## config.mk

```make
export PLATFORM = sky130hd
export DESIGN_NAME = arm_mainfsm_ws
export DESIGN_NICKNAME = d
export VERILOG_FILES = /design/src/rtl/arm_mainfsm_ws.sv
export SDC_FILE = /design/constraint.sdc
export NUM_CORES = 1
export LEC_CHECK = 0
export BUFFER_PORTS_ARGS = -buffer_cell sky130_fd_sc_hd__buf_2
export CORE_ASPECT_RATIO = 0.75
export CORE_MARGIN = 2
export CORE_UTILIZATION = 35
export DETAILED_ROUTE_END_ITERATION = 6
export GPL_TIMING_DRIVEN = 1
export HOLD_SLACK_MARGIN = 0.05
export PLACE_DENSITY = 0.65
export SYNTH_ARGS = -nofsm -noshare
export SYNTH_HDL_FRONTEND = slang
export SYNTH_SLANG_ARGS = --single-unit
export TNS_END_PERCENT = 100
```

## constraint.sdc

```tcl
create_clock -name clk -period 2.4 [get_ports clk]
set_clock_uncertainty 0.2 [all_clocks]
set_input_delay 0.48 -clock clk [delete_from_list [all_inputs] [get_ports clk]]
set_output_delay 0.48 -clock clk [all_outputs]
set_load 0.02 [all_outputs]
```

## src/rtl/arm_mainfsm_ws.sv

```systemverilog
`default_nettype none
// ============================================================================
// Module  : arm_mainfsm_ws
// Brief   : Multicycle ARM main control FSM with memory wait states, timeout
//           fault, multicycle multiply and sticky illegal/fault trap.
// Rev     : 1.0
// ============================================================================
module arm_mainfsm_ws #(
    parameter int MUL_LAT     = 4,
    parameter int MEM_TIMEOUT = 16
) (
    input  logic       clk,
    input  logic       reset,
    input  logic [1:0] Op_i,
    input  logic [5:0] Funct_i,
    input  logic       IsMul_i,
    input  logic       MemReady_i,
    output logic       MemReq_o,
    output logic       IRWrite_o,
    output logic       NextPC_o,
    output logic       AdrSrc_o,
    output logic [1:0] ALUSrcA_o,
    output logic [1:0] ALUSrcB_o,
    output logic [1:0] ResultSrc_o,
    output logic       RegW_o,
    output logic       MemW_o,
    output logic       Branch_o,
    output logic       ALUOp_o,
    output logic       MulStart_o,
    output logic       Fault_o,
    output logic       Illegal_o,
    output logic [3:0] State_o
);

    localparam logic [3:0] S_FETCH    = 4'd0;
    localparam logic [3:0] S_DECODE   = 4'd1;
    localparam logic [3:0] S_MEMADR   = 4'd2;
    localparam logic [3:0] S_MEMREAD  = 4'd3;
    localparam logic [3:0] S_MEMWB    = 4'd4;
    localparam logic [3:0] S_MEMWRITE = 4'd5;
    localparam logic [3:0] S_EXECUTER = 4'd6;
    localparam logic [3:0] S_EXECUTEI = 4'd7;
    localparam logic [3:0] S_ALUWB    = 4'd8;
    localparam logic [3:0] S_BRANCH   = 4'd9;
    localparam logic [3:0] S_MULEXEC  = 4'd10;
    localparam logic [3:0] S_MULWB    = 4'd11;
    localparam logic [3:0] S_UNKNOWN  = 4'd12;
    localparam logic [3:0] S_FAULT    = 4'd13;

    localparam int CNT_MAX = (MUL_LAT > MEM_TIMEOUT) ? MUL_LAT : MEM_TIMEOUT;
    localparam int CW      = $clog2(CNT_MAX + 1);

    localparam logic [CW:0]   C_TMO      = (CW+1)'(MEM_TIMEOUT);
    localparam logic [CW-1:0] C_MUL_LAST = CW'(MUL_LAT - 1);

    logic [3:0]    state_q, state_d;
    logic [CW-1:0] cnt_q, cnt_d;
    logic          fault_q, illegal_q;
    logic          w_is_mem, w_waiting, w_timeout;
    logic [CW:0]   w_cnt_inc;
    logic          unused_funct;

    assign unused_funct = ^Funct_i[4:1];

    // One counter serves both the wait-state timeout and the multiply
    // latency; the states that use them never overlap.
    assign w_is_mem  = (state_q == S_FETCH) || (state_q == S_MEMREAD) ||
                       (state_q == S_MEMWRITE);
    assign w_waiting = w_is_mem && !MemReady_i;
    assign w_cnt_inc = {1'b0, cnt_q} + {{CW{1'b0}}, 1'b1};
    assign w_timeout = (MEM_TIMEOUT != 0) && w_waiting && (w_cnt_inc >= C_TMO);

    always_comb begin
        state_d = state_q;
        case (state_q)
            S_FETCH:    if (MemReady_i) state_d = S_DECODE;
            S_DECODE: begin
                case (Op_i)
                    2'b00: begin
                        if (Funct_i[5])   state_d = S_EXECUTEI;
                        else if (IsMul_i) state_d = S_MULEXEC;
                        else              state_d = S_EXECUTER;
                    end
                    2'b01:   state_d = S_MEMADR;
                    2'b10:   state_d = S_BRANCH;
                    default: state_d = S_UNKNOWN;
                endcase
            end
            S_MEMADR:   state_d = Funct_i[0] ? S_MEMREAD : S_MEMWRITE;
            S_MEMREAD:  if (MemReady_i) state_d = S_MEMWB;
            S_MEMWRITE: if (MemReady_i) state_d = S_FETCH;
            S_MEMWB, S_ALUWB, S_BRANCH, S_MULWB: state_d = S_FETCH;
            S_EXECUTER, S_EXECUTEI: state_d = S_ALUWB;
            S_MULEXEC:  if (cnt_q == C_MUL_LAST) state_d = S_MULWB;
            S_UNKNOWN, S_FAULT: state_d = state_q;
            default:    state_d = S_UNKNOWN;
        endcase
        if (w_timeout) state_d = S_FAULT;
    end

    always_comb begin
        cnt_d = cnt_q;
        if (state_d != state_q)
            cnt_d = '0;
        else if (w_waiting || (state_q == S_MULEXEC))
            cnt_d = w_cnt_inc[CW-1:0];
    end

    always_ff @(posedge clk or posedge reset) begin
        if (reset) begin
            state_q   <= S_FETCH;
            cnt_q     <= '0;
            fault_q   <= 1'b0;
            illegal_q <= 1'b0;
        end else begin
            state_q   <= state_d;
            cnt_q     <= cnt_d;
            fault_q   <= fault_q | (state_d == S_FAULT);
            illegal_q <= illegal_q | (state_d == S_UNKNOWN);
        end
    end

    always_comb begin
        MemReq_o    = 1'b0;
        IRWrite_o   = 1'b0;
        NextPC_o    = 1'b0;
        AdrSrc_o    = 1'b0;
        ALUSrcA_o   = 2'b00;
        ALUSrcB_o   = 2'b00;
        ResultSrc_o = 2'b00;
        RegW_o      = 1'b0;
        MemW_o      = 1'b0;
        Branch_o    = 1'b0;
        ALUOp_o     = 1'b0;
        MulStart_o  = 1'b0;
        case (state_q)
            S_FETCH: begin
                MemReq_o    = 1'b1;
                IRWrite_o   = MemReady_i && !reset;
                NextPC_o    = MemReady_i && !reset;
                ALUSrcA_o   = 2'b01;
                ALUSrcB_o   = 2'b10;
                ResultSrc_o = 2'b10;
            end
            S_DECODE: begin
                ALUSrcA_o   = 2'b01;
                ALUSrcB_o   = 2'b10;
                ResultSrc_o = 2'b10;
            end
            S_MEMADR:   ALUSrcB_o = 2'b01;
            S_MEMREAD: begin
                MemReq_o = 1'b1;
                AdrSrc_o = 1'b1;
            end
            S_MEMWB: begin
                RegW_o      = 1'b1;
                ResultSrc_o = 2'b01;
            end
            S_MEMWRITE: begin
                MemReq_o = 1'b1;
                AdrSrc_o = 1'b1;
                MemW_o   = 1'b1;
            end
            S_EXECUTER: ALUOp_o = 1'b1;
            S_EXECUTEI: begin
                ALUOp_o   = 1'b1;
                ALUSrcB_o = 2'b01;
            end
            S_ALUWB:    RegW_o = 1'b1;
            S_BRANCH: begin
                Branch_o    = 1'b1;
                ALUSrcA_o   = 2'b10;
                ALUSrcB_o   = 2'b01;
                ResultSrc_o = 2'b10;
            end
            S_MULEXEC:  MulStart_o = (cnt_q == '0);
            S_MULWB: begin
                RegW_o      = 1'b1;
                ResultSrc_o = 2'b11;
            end
            default: ;
        endcase
    end

    assign Fault_o   = fault_q;
    assign Illegal_o = illegal_q;
    assign State_o   = state_q;

endmodule
`default_nettype wire

```

Yosys cells after proc, flatten, opt, wreduce, memory -nomap -nowiden
Cells that the tools add are included.

word-level totals
  register bits after elaboration = 11
  input port bits = 12
  output and inout port bits = 21
  logic and storage cells = 71

cells by class
  add/subtract/negate cells = 1
  $lt $le $gt $ge = 1
  equal/unequal tests = 19
  multiplexer cells = 23
  bitwise gates (word level) = 2
  reductions and logical operators = 21

operator list
  cell                   count
  $pmux W4 S9            1
  $eq A4 B4 Y1 const B   8
  $mux W4                7
  $eq A4 B3 Y1 const B   4
  $pmux W4 S3            1
  $reduce_or A3 Y1       4
  $mux W5                2
  $eq A4 B2 Y1 const B   2
  $mux W1                8
  $pmux W2 S2            2
  $reduce_or A2 Y1       4
  $add A5 B1 Y6 const B  1
  $ge A6 B5 Y1 const B   1
  $pmux W2 S3            1
  $eq A5 B2 Y1 const B   1
  $logic_not A5 Y1       1
  $eq A4 B1 Y1 const B   1
  $logic_not A4 Y1       1
  $ne A4 B4 Y1           1
  $reduce_or A4 Y1       1
  $logic_and A1 B1 Y1    3
  $logic_or A1 B1 Y1     3
  $mux W3                1
  $eq A2 B1 Y1 const B   1
  other kinds (5)        7

Depth between registers and ports, before layout
  depth after elaboration = 8
  depth in mapped cells = 7
  depth with buffers taken out = 7

Worst setup path before layout
No wires, ideal clock.

  kind = flip-flop to output port
  from = register state_q[0] (netlist: State_o[0])
  to = output NextPC_o
  arrival = 2.100 ns
  data required time = 1.720 ns
  setup slack = -0.380 ns
  stages on the path, launching flop included = 6
  path buffers = 2
  path through = dfrtp_1 buf_2 or2_2 or3_1 nor3b_1 buf_4

on the way
  cells in the longest elaborated chain, start to end = 2

ends and longest elaborated chain
  element                 line  source
  start, declared         56    logic [3:0] state_q, state_d;
  start signal, assigned  116   state_q <= state_d;
  $logic_not A4 Y1        n/a
  $mux W1                 n/a
  end, declared           20    output logic NextPC_o,

Every way passes these cells.

Final worst setup path
  from = register state_q[0] (netlist: State_o[0])
  to = output MulStart_o

on the way
  cells in the longest elaborated chain, start to end = 2

ends and longest elaborated chain
  element        line  source
  $eq A4 B4 Y1   136   case (state_q)
  $mux W1        136
  end, declared  29    output logic MulStart_o,

Every way passes these cells.

==> results.yml <==
logic_synthesis:
  synth_top_flop_cell: "dfrtp_1"
  netlist_instances: 125
  async_reset_ff_frac: 1.000
  synth.distinct_cells: 50
  avgSynthCellArea_sq_um: 8.578
  syn-num-nets: 139
  synth_edf_count: 0
  syn_area_sq_mm: 0.001072
  yosys_warnings: 0
  ys_seq_area_frac: 0.2567
  ys_ff_latch: 11
die:
  rows: 17
  die_y_um: 51.94
  die_width_um: 67.91
  pin_count: 33
  start_util: 0.3653
  die_area_sq_mm: 0.003527
  core_area_sq_mm: 0.002935
worst_setup_path:
  critPathLaunchType: "register"
  crit_arrival_ns: 1.66
  cp_max_fo: 15
  rr_startpoint: "State_o[0]"
  reg2regPathDepth: 7
  required_ns: 1.72
  ff2ff_setup_slack_ns: 0.13
  end_kind: "output port"
  critical_path_class: "register to output port"
  reg2reg_to: "cnt_q[4]"
clocking:
  cts_num_sinks: 11
  clk_pin_slew_ns: 0.05
  clk_latency_ns: 0.24
  cts_max_level: 1
  cts_tree: "yes"
  cts_made_buffers: 3
  cts.path.max_buffers: 2
  ctsRootBufferMaster: "clkbuf_8"
timing:
  setup_viol: 0
  hold_viol_final: 0
  layout_min_cycle_time_ns: 2.339
  tns_ns: 0
  fin_crit_sh: 0.9745
  tightest_slew_ns: 0.4400
  maxSlewViolCount: 0
  rsz0062_at_grt: "false"
  slew_headroom: 0.7063
  fmax_ghz: 0.4276
routing:
  via_per_inst: 5.577
  routed_wl_um: 2938
  drtAntennaViolNets: 0
  drc: 0
  vias: 1093
  first_pass_iters: 4
  drtIter0Drc: 67
  wl_per_cell_um: 14.99
placement:
  port_buffers: 28
  place_congestion: 0.7943
  dp_hpwl_um: 2135
grt:
  overflow: 0
  grt_pass1_vias: 1049
  grt_max_degree: 19
  antenna_found_initial: 0
  grt_first_pass_wirelength_um: 4919
  groute.usage.overall: 0.1849
cells_and_area:
  area_growth_syn_to_layout_pct: 28.59
  multiInputGateArea_sq_um: 738.2
  final_common_cell: "buf_2"
  seqCellArea_sq_um: 280.3
  utilization: 0.4697
  final_nets: 173
  layout_common_cells: "buf_2, buf_4, nor2_1, dfrtp_1, inv_1"
  nFillCells: 283
  drive_gt1_frac: 0.4051
  diodes: 0
power_and_ir_drop:
  p_per_area_mw_per_mm2: 1320
  power_mw: 1.820
  p_leak_nw: 0.6522
  irDropWorstVdd_mv: 0.4905
min_path:
  hold_class: "primary input to async pin"
outcome:
  status: "finished clean"
job:
  cap_violations: 0
[where the power goes]
part	internal [mW]	total (mW)	switching, mW
Combinational	0.569	1.30	0.733
Clock	0.117	0.187	0.0707
Sequential	0.245	0.331	0.0860
Total	0.930	1.82	0.890
[metal layers]
metal,GRT usage,part of all wire
met2,0.3007,0.47
met4,0.06000,0.0058
met3,0.03030,0.067
met1,0.2490,0.45
met5,0,0
[registers in the layout, indices dropped and copies added (netlist names)]
name,flops
cnt_q,5
State_o,4
Fault_o,1
Illegal_o,1
[cells in the mapped netlist, types with 3 or more instances]
cell / instances / share of area
nor2b_1: 3 / 0.018
xor2_1: 3 / 0.025
nand2b_1: 4 / 0.023
nor3b_1: 7 / 0.049
nor3_1: 3 / 0.014
inv_1: 7 / 0.025
or2_2: 3 / 0.018
or3_1: 4 / 0.023
clkbuf_1: 4 / 0.014
dfrtp_1: 11 / 0.26
nand2_1: 6 / 0.021
buf_4: 4 / 0.028
nor2_1: 12 / 0.042
a21oi_1: 5 / 0.023
o22ai_1: 3 / 0.018
a21o_1: 3 / 0.021
[worst max-delay path, stage by stage (launching register included)]
cell and delay (ns):
dfrtp_2 0.42, buf_4 0.14, buf_4 0.18, and4bb_2 0.37, and3_1 0.17, buf_4 0.13
[metrics by stage]
step | setup WS [ns] | hold WS [ns] | area, sq um | cells
after floorplan | 0.0003597 | 0.1323 | 1104 | 125
after global placement | 0.1261 | 0.2382 | 1267 | 187
after detailed placement | 0.1120 | 0.2424 | 1267 | 187
after CTS | 0.005526 | 0.08012 | 1355 | 196
after global routing | 0.004809 | 0.1180 | 1379 | 196
final | 0.06109 | 0.06774 | 1379 | 196
[how the worst max path moves through the flow]
stage	startpoint	endpoint	cells after the start
floorplan	State_o[0]	NextPC_o	5
global placement	State_o[3]	cnt_q[4]	5
detailed placement	State_o[3]	cnt_q[4]	5
CTS	State_o[3]	ResultSrc_o[1]	4
global route	State_o[0]	IRWrite_o	4
finish	State_o[0]	MulStart_o	5
[area by class of cell]
class	count	area share
inverters	7	0.01906
repair buffers	40	0.1751
flip-flops and latches	11	0.2033
multi-input cells	96	0.5354
well taps	38	0.03448
clock buffers	4	0.03267
[cell families after synthesis]
group / count (synthesis) / share of synthesized area
muxes: 2 / 0.01867
AOI/OAI and AO/OA: 34 / 0.2602
DFF: 11 / 0.2567
buffers and inverters: 18 / 0.08635
and+or+nand+nor: 52 / 0.2987
adders and majority gates: 2 / 0.02333
xor gates and xnor gates: 6 / 0.05602
[repair_timing]
item,CTS,global route
gates cloned,0,0
setup endpoints to repair,2,11
hold endpoints to repair,0,0
setup buffers,5,0
pin swaps,0,2
hold buffers,0,0
gates resized for setup,2,6
(Power assumes the default switching activity.)
